**src/rtl/fetch_ctrl.sv**
```systemverilog
// fetch_ctrl: multicycle fetch sequencer between the PC register and the
// instruction memory port. One outstanding request at a time; the fetched
// instruction is held for decode until it is consumed or flushed.
//
// Ports:
//   clk, reset                   clock (rising edge), async active-high reset
//   pc_i                         current PC from the PC register
//   stall_i                      decode cannot accept the presented instruction
//   flush_i                      misprediction flush (PC reloads on this edge)
//   imem_req_o, imem_addr_o      request valid / address to instruction memory
//   imem_gnt_i                   memory accepts the request this cycle
//   imem_rvalid_i, imem_rdata_i  response valid / instruction
//   instr_o, instr_valid_o       instruction presented to decode
//   pc_advance_o                 one-cycle enable for the PC register to step
//   timeout_o                    sticky: a memory response timed out
module fetch_ctrl #(
    parameter logic [31:0] NOP_INSTR      = 32'h0000_0013,
    parameter int unsigned TIMEOUT_CYCLES = 64
) (
    input  logic        clk,
    input  logic        reset,
    input  logic [31:0] pc_i,
    input  logic        stall_i,
    input  logic        flush_i,
    output logic        imem_req_o,
    output logic [31:0] imem_addr_o,
    input  logic        imem_gnt_i,
    input  logic        imem_rvalid_i,
    input  logic [31:0] imem_rdata_i,
    output logic [31:0] instr_o,
    output logic        instr_valid_o,
    output logic        pc_advance_o,
    output logic        timeout_o
);

    localparam int unsigned CntW = $clog2(TIMEOUT_CYCLES + 1);
    localparam logic [CntW-1:0] CntMax = CntW'(TIMEOUT_CYCLES);

    typedef enum logic [2:0] {
        StIdle,
        StReq,
        StWait,
        StHold,
        StDrop
    } state_e;

    state_e          state_q, state_d;
    logic [CntW-1:0] cnt_q, cnt_d;
    logic [CntW-1:0] cnt_inc;
    logic [31:0]     instr_q, instr_d;
    logic            valid_q, valid_d;
    logic            tmo_q, tmo_d;

    // Saturating increment: the counter never wraps back to zero.
    assign cnt_inc = (cnt_q == CntMax) ? cnt_q : cnt_q + CntW'(1);

    // State register
    always_ff @(posedge clk or posedge reset) begin
        if (reset) begin
            state_q <= StIdle;
            cnt_q   <= '0;
            instr_q <= NOP_INSTR;
            valid_q <= 1'b0;
            tmo_q   <= 1'b0;
        end else begin
            state_q <= state_d;
            cnt_q   <= cnt_d;
            instr_q <= instr_d;
            valid_q <= valid_d;
            tmo_q   <= tmo_d;
        end
    end

    // Next-state logic
    always_comb begin
        state_d = state_q;
        cnt_d   = cnt_q;
        instr_d = instr_q;
        valid_d = valid_q;
        tmo_d   = tmo_q;
        case (state_q)
            StIdle: state_d = StReq;
            StReq: begin
                if (imem_gnt_i) begin
                    cnt_d   = '0;
                    // A flush on the grant edge makes the response stale.
                    state_d = flush_i ? StDrop : StWait;
                end
            end
            StWait: begin
                if (imem_rvalid_i) begin
                    cnt_d = '0;
                    if (flush_i) begin
                        state_d = StReq;
                    end else begin
                        instr_d = imem_rdata_i;
                        valid_d = 1'b1;
                        state_d = StHold;
                    end
                end else if (flush_i) begin
                    // Flush wins over a coinciding timeout; DROP restarts the count.
                    cnt_d   = '0;
                    state_d = StDrop;
                end else if (cnt_inc == CntMax) begin
                    tmo_d   = 1'b1;
                    cnt_d   = cnt_inc;
                    state_d = StReq;
                end else begin
                    cnt_d = cnt_inc;
                end
            end
            StDrop: begin
                if (imem_rvalid_i) begin
                    cnt_d   = '0;
                    state_d = StReq;
                end else if (cnt_inc == CntMax) begin
                    tmo_d   = 1'b1;
                    cnt_d   = cnt_inc;
                    state_d = StReq;
                end else begin
                    cnt_d = cnt_inc;
                end
            end
            StHold: begin
                if (flush_i) begin
                    instr_d = NOP_INSTR;
                    valid_d = 1'b0;
                    state_d = StReq;
                end else if (!stall_i) begin
                    // Consumed: instr_o keeps its last value, only valid drops.
                    valid_d = 1'b0;
                    state_d = StReq;
                end
            end
            default: state_d = StIdle;
        endcase
    end

    // Outputs
    always_comb begin
        imem_req_o   = (state_q == StReq);
        imem_addr_o  = (state_q == StReq) ? pc_i : 32'h0;
        pc_advance_o = (state_q == StHold) && !stall_i && !flush_i;
        instr_o       = instr_q;
        instr_valid_o = valid_q;
        timeout_o     = tmo_q;
    end

endmodule
```
**config.mk**
```make
export PLATFORM = sky130hd
export DESIGN_NAME = fetch_ctrl
export DESIGN_NICKNAME = d
export VERILOG_FILES = /design/src/rtl/fetch_ctrl.sv
export SDC_FILE = /design/constraint.sdc
export NUM_CORES = 1
export LEC_CHECK = 0
export BUFFER_PORTS_ARGS = -buffer_cell sky130_fd_sc_hd__buf_2
export CORE_MARGIN = 5
export CORE_UTILIZATION = 46
export CTS_CLUSTER_SIZE = 16
export DETAILED_ROUTE_END_ITERATION = 8
export GPL_ROUTABILITY_DRIVEN = 0
export GPL_TIMING_DRIVEN = 0
export PLACE_DENSITY_LB_ADDON = 0.15
export SYNTH_ARGS = -nofsm -noshare
export SYNTH_HDL_FRONTEND = slang
export SYNTH_SLANG_ARGS = --single-unit
```
**constraint.sdc**
```tcl
create_clock -name clk -period 3.1 [get_ports clk]
set_clock_uncertainty 0.2 [all_clocks]
set_input_delay 0 -clock clk [delete_from_list [all_inputs] [get_ports clk]]
set_output_delay 0 -clock clk [all_outputs]
set_load 0.005 [all_outputs]
```
==> load_flow_metrics.sql <==
INSERT INTO impl_metrics (metric_group, metric, value, unit) VALUES
('outcome', 'outcome', 'completed', ''),
('timing', 'finalMaxSlewViolations', '0', ''),
('timing', 'setup_tns', '0', 'ns'),
('global_route', 'grt_first_pass_wirelength', '11.5', 'mm'),
('synth', 'number_of_enable_flip_flop_cells_after_synthesis', '0', ''),
('drt', 'detail_route.first_pass.iterations', '4', ''),
('timing', 'hold_violations', '0', ''),
('die', 'initial_utilization', '0.469', ''),
('critical_path', 'required', '3.14', 'ns'),
('synth', 'yosys.cell_types.count', '36', ''),
('drt', 'via_count', '2363', ''),
('place', 'port-buffer-count', '137', ''),
('timing', 'worst_hold_slack', '0.0267', 'ns'),
('die', 'die_x_extent', '78.9', 'um'),
('pwr', 'p_per_area', '719', 'nW/um^2'),
('timing', 'finalWorstPathRequiredPeriod', '2.62', 'ns'),
('global_route', 'busiest_layer', 'met2', ''),
('synth', 'synth_nets', '277', ''),
('global_route', 'number_of_antenna_violations_at_the_first_check_in_global_routing', '1', ''),
('drt', 'via_per_inst', '5.27', ''),
('layout', 'fin_util', '0.754', ''),
('job', 'number_of_max_capacitance_violations_reported', '0', ''),
('pwr', 'power_leakage', '1.85', 'nW'),
('cts', 'tritoncts', 'built', ''),
('cts', 'cts_made_buffers', '5', ''),
('die', 'core_area', '4660', 'um^2'),
('synth', 'part_of_the_yosys_area_used_for_sequential_elements', '0.505', ''),
('critical_path', 'timing_worst_setup_path_type', 'reg2reg', ''),
('synth', 'synth.ff_latch_count', '44', ''),
('cts', 'worst_skew_pair.late_latency', '0.30', 'ns'),
('synth', 'syn_area', '2190', 'um^2'),
('die', 'top_level_ports', '138', ''),
('critical_path', 'critical_path.startpoint_type', 'flip-flop', ''),
('synth', 'synth_adder_area_share', '0.0114', ''),
('global_route', 'groute.usage.overall', '0.237', ''),
('place', 'place_hpwl', '5.24', 'mm'),
('synth', 'synth_async_sr_flop_share', '1.00', ''),
('cts', 'h-tree-depth', '2', ''),
('place', 'setup_ws_pre_cts', '1.04', 'ns'),
('global_route', 'grt_overflow', '0', ''),
('synth', 'dominant_combinational_cell_family_by_area_after_synthesis', 'compound AO/OA/AOI/OAI gates', ''),
('drt', 'drt-total-wl', '7.46', 'mm'),
('layout', 'fin_nets', '464', ''),
('global_route', 'grt_start_max_net_pins', '35', ''),
('pwr', 'total_power', '2.53', 'mW'),
('critical_path', 'worst_setup_path_end_kind', 'flip-flop', ''),
('timing', 'relSlewSlack', '0.619', ''),
('layout', 'instances_no_fill', '448', ''),
('drt', 'mean_routed_wirelength_per_cell', '16.6', 'um'),
('place', 'dpl.cell_count', '397', ''),
('pwr', 'vdd_ir_drop_max', '459', 'uV'),
('critical_path', 'worstPathMaxFanout', '10', ''),
('global_route', 'globalRouteMet3Util', '0.0816', ''),
('timing', 'period_share', '0.846', ''),
('synth', 'simple_gate_share_of_the_synthesized_area', '0.190', ''),
('synth', 'post_synth_mux_area_share', '0', ''),
('critical_path', 'worst-endpoint-arrival', '2.66', 'ns'),
('global_route', 'vias_in_the_first_global_route', '2435', ''),
('cts', 'post_cts.resized_instances', '0', ''),
('synth', 'netlist_instances', '205', ''),
('timing', 'grt_setup_unrepaired', 'no', ''),
('layout', 'syn2layout_area_growth', '60.8', '%'),
('layout', 'postLayoutCellArea', '3510', 'um^2'),
('timing', 'maxClockFrequency', '0.381', 'GHz'),
('cts', 'cts.sinks', '44', ''),
('place', 'post_dp_cell_area', '2960', 'um^2'),
('die', 'floorplan.rows', '25', ''),
('hold_path', 'hold_class', 'in2reg', ''),
('global_route', 'grtUsageMet2', '0.441', ''),
('cts', 'cts-root-to-sink-buffers', '2', ''),
('drt', 'route.detailed.drc', '0', '');
## cell type report
type / instances / area [um^2] / area share
repair buffers: 180 / 1130 / 0.320
flip-flops and latches: 44 / 1100 / 0.314
multi-input cells: 144 / 998 / 0.284
clock buffers: 6 / 72.6 / 0.0206
well taps: 54 / 67.6 / 0.0192
plain buffers: 12 / 63.8 / 0.0182
clock inverters: 2 / 60.1 / 0.0171
inverters: 5 / 18.8 / 0.00534
diodes: 1 / 2.50 / 0.000712
## report_power, final
group	total [mW]	leakage, nW	internal (mW)	switching (mW)
Combinational	1.16	1.21	0.614	0.542
Clock	0.521	0.0654	0.322	0.198
Sequential	0.851	0.582	0.746	0.105
Total	2.53	1.85	1.68	0.845
## registers in the layout (all words and copies together) (netlist names)
name           flops
instr_o           32
instr_valid_o      1
timeout_o          1
cnt_q              7
state_q            3
## what timing repair did
item	in CTS	in global routing
hold buffers	42	0
setup buffers	0	0
endpoints found under the hold margin	79	0
## critical path, stage by stage, from the launching register on
cell and delay (ns):
sky130_fd_sc_hd__dfrtp_1 0.34, sky130_fd_sc_hd__buf_2 0.19, sky130_fd_sc_hd__nor2b_1 0.29, sky130_fd_sc_hd__a21oi_1 0.08, sky130_fd_sc_hd__nor3_1 0.14, sky130_fd_sc_hd__a31oi_1 0.06
sky130_fd_sc_hd__dlygate4sd3_1 0.57, sky130_fd_sc_hd__a31oi_1 0.13, sky130_fd_sc_hd__dlygate4sd3_1 0.55
## synthesized netlist by cell type (2+ instances only)
cell type | instances | area share
sky130_fd_sc_hd__nor2b_1 | 6 | 0.017
sky130_fd_sc_hd__nor2_1 | 4 | 0.0069
sky130_fd_sc_hd__a21oi_1 | 7 | 0.016
sky130_fd_sc_hd__nor3b_1 | 2 | 0.0069
sky130_fd_sc_hd__dfstp_2 | 3 | 0.036
sky130_fd_sc_hd__ha_1 | 2 | 0.011
sky130_fd_sc_hd__a31o_2 | 2 | 0.0080
sky130_fd_sc_hd__buf_2 | 3 | 0.0069
sky130_fd_sc_hd__nand2_1 | 7 | 0.012
sky130_fd_sc_hd__a22o_1 | 31 | 0.12
sky130_fd_sc_hd__nand2b_1 | 4 | 0.011
sky130_fd_sc_hd__a31oi_1 | 4 | 0.011
sky130_fd_sc_hd__xor2_1 | 4 | 0.016
sky130_fd_sc_hd__buf_6 | 2 | 0.010
sky130_fd_sc_hd__nand3b_1 | 2 | 0.0069
sky130_fd_sc_hd__inv_1 | 4 | 0.0069
sky130_fd_sc_hd__and2_1 | 32 | 0.092
sky130_fd_sc_hd__dfrtp_1 | 41 | 0.47
sky130_fd_sc_hd__o22a_1 | 3 | 0.012
sky130_fd_sc_hd__clkbuf_1 | 7 | 0.012
sky130_fd_sc_hd__o21ai_0 | 11 | 0.025
sky130_fd_sc_hd__nand3_1 | 6 | 0.014
sky130_fd_sc_hd__and3_1 | 2 | 0.0057
sky130_fd_sc_hd__a21o_1 | 3 | 0.010
sky130_fd_sc_hd__nor4_1 | 2 | 0.0057
## cells in the final DEF (no fill, tap or decap), types with 3 or more instances in the layout
cell,n
sky130_fd_sc_hd__buf_2,140
sky130_fd_sc_hd__dlygate4sd3_1,42
sky130_fd_sc_hd__dfrtp_1,41
sky130_fd_sc_hd__and2_1,32
sky130_fd_sc_hd__a22o_1,31
sky130_fd_sc_hd__o21ai_0,11
sky130_fd_sc_hd__clkbuf_1,8
sky130_fd_sc_hd__nand2_1,7
sky130_fd_sc_hd__a21oi_1,7
sky130_fd_sc_hd__nand3_1,6
sky130_fd_sc_hd__nor2b_1,6
sky130_fd_sc_hd__clkbuf_8,5
sky130_fd_sc_hd__nand2b_1,4
sky130_fd_sc_hd__nor2_1,4
sky130_fd_sc_hd__xor2_1,4
sky130_fd_sc_hd__a31oi_1,4
sky130_fd_sc_hd__a21o_1,3
sky130_fd_sc_hd__inv_1,3
sky130_fd_sc_hd__o22a_1,3
sky130_fd_sc_hd__dfstp_2,3
## worst paths after layout
| path | startpoint | cells after the start | slack (ns) | to |
|---|---|---|---|---|
| setup / recovery | state_q[2]$_DFFE_PP0P_ | 8 | 0.48 | state_q[2]$_DFFE_PP0P_ |
| hold / removal | stall_i | 4 | 0.03 | state_q[1]$_DFFE_PP0P_ |
| setup reg to reg | state_q[2]$_DFFE_PP0P_ | 8 | 0.48 | state_q[2]$_DFFE_PP0P_ |
| hold reg to reg | timeout_o$_DFFE_PP0P_ | 1 | 0.27 | timeout_o$_DFFE_PP0P_ |
| max in group asynchronous | reset | 5 | 1.62 | instr_o[0]$_DFFE_PP1P_ |
| min in group asynchronous | reset | 4 | 0.57 | instr_o[29]$_DFFE_PP0P_ |
## layer usage
layer	wire, um	part of all wire
met2	3940	0.53
met4	221	0.030
met1	2580	0.35
met5	0	0
met3	715	0.096
## logic make-up after synthesis
group | Yosys count
and+or+nand+nor | 71
DFF | 44
adders and majority gates | 2
buffers and inverters | 17
xor gates and xnor gates | 5
AOI/OAI and AO/OA | 66
No activity file was read; power rests on OpenSTA's default activity.
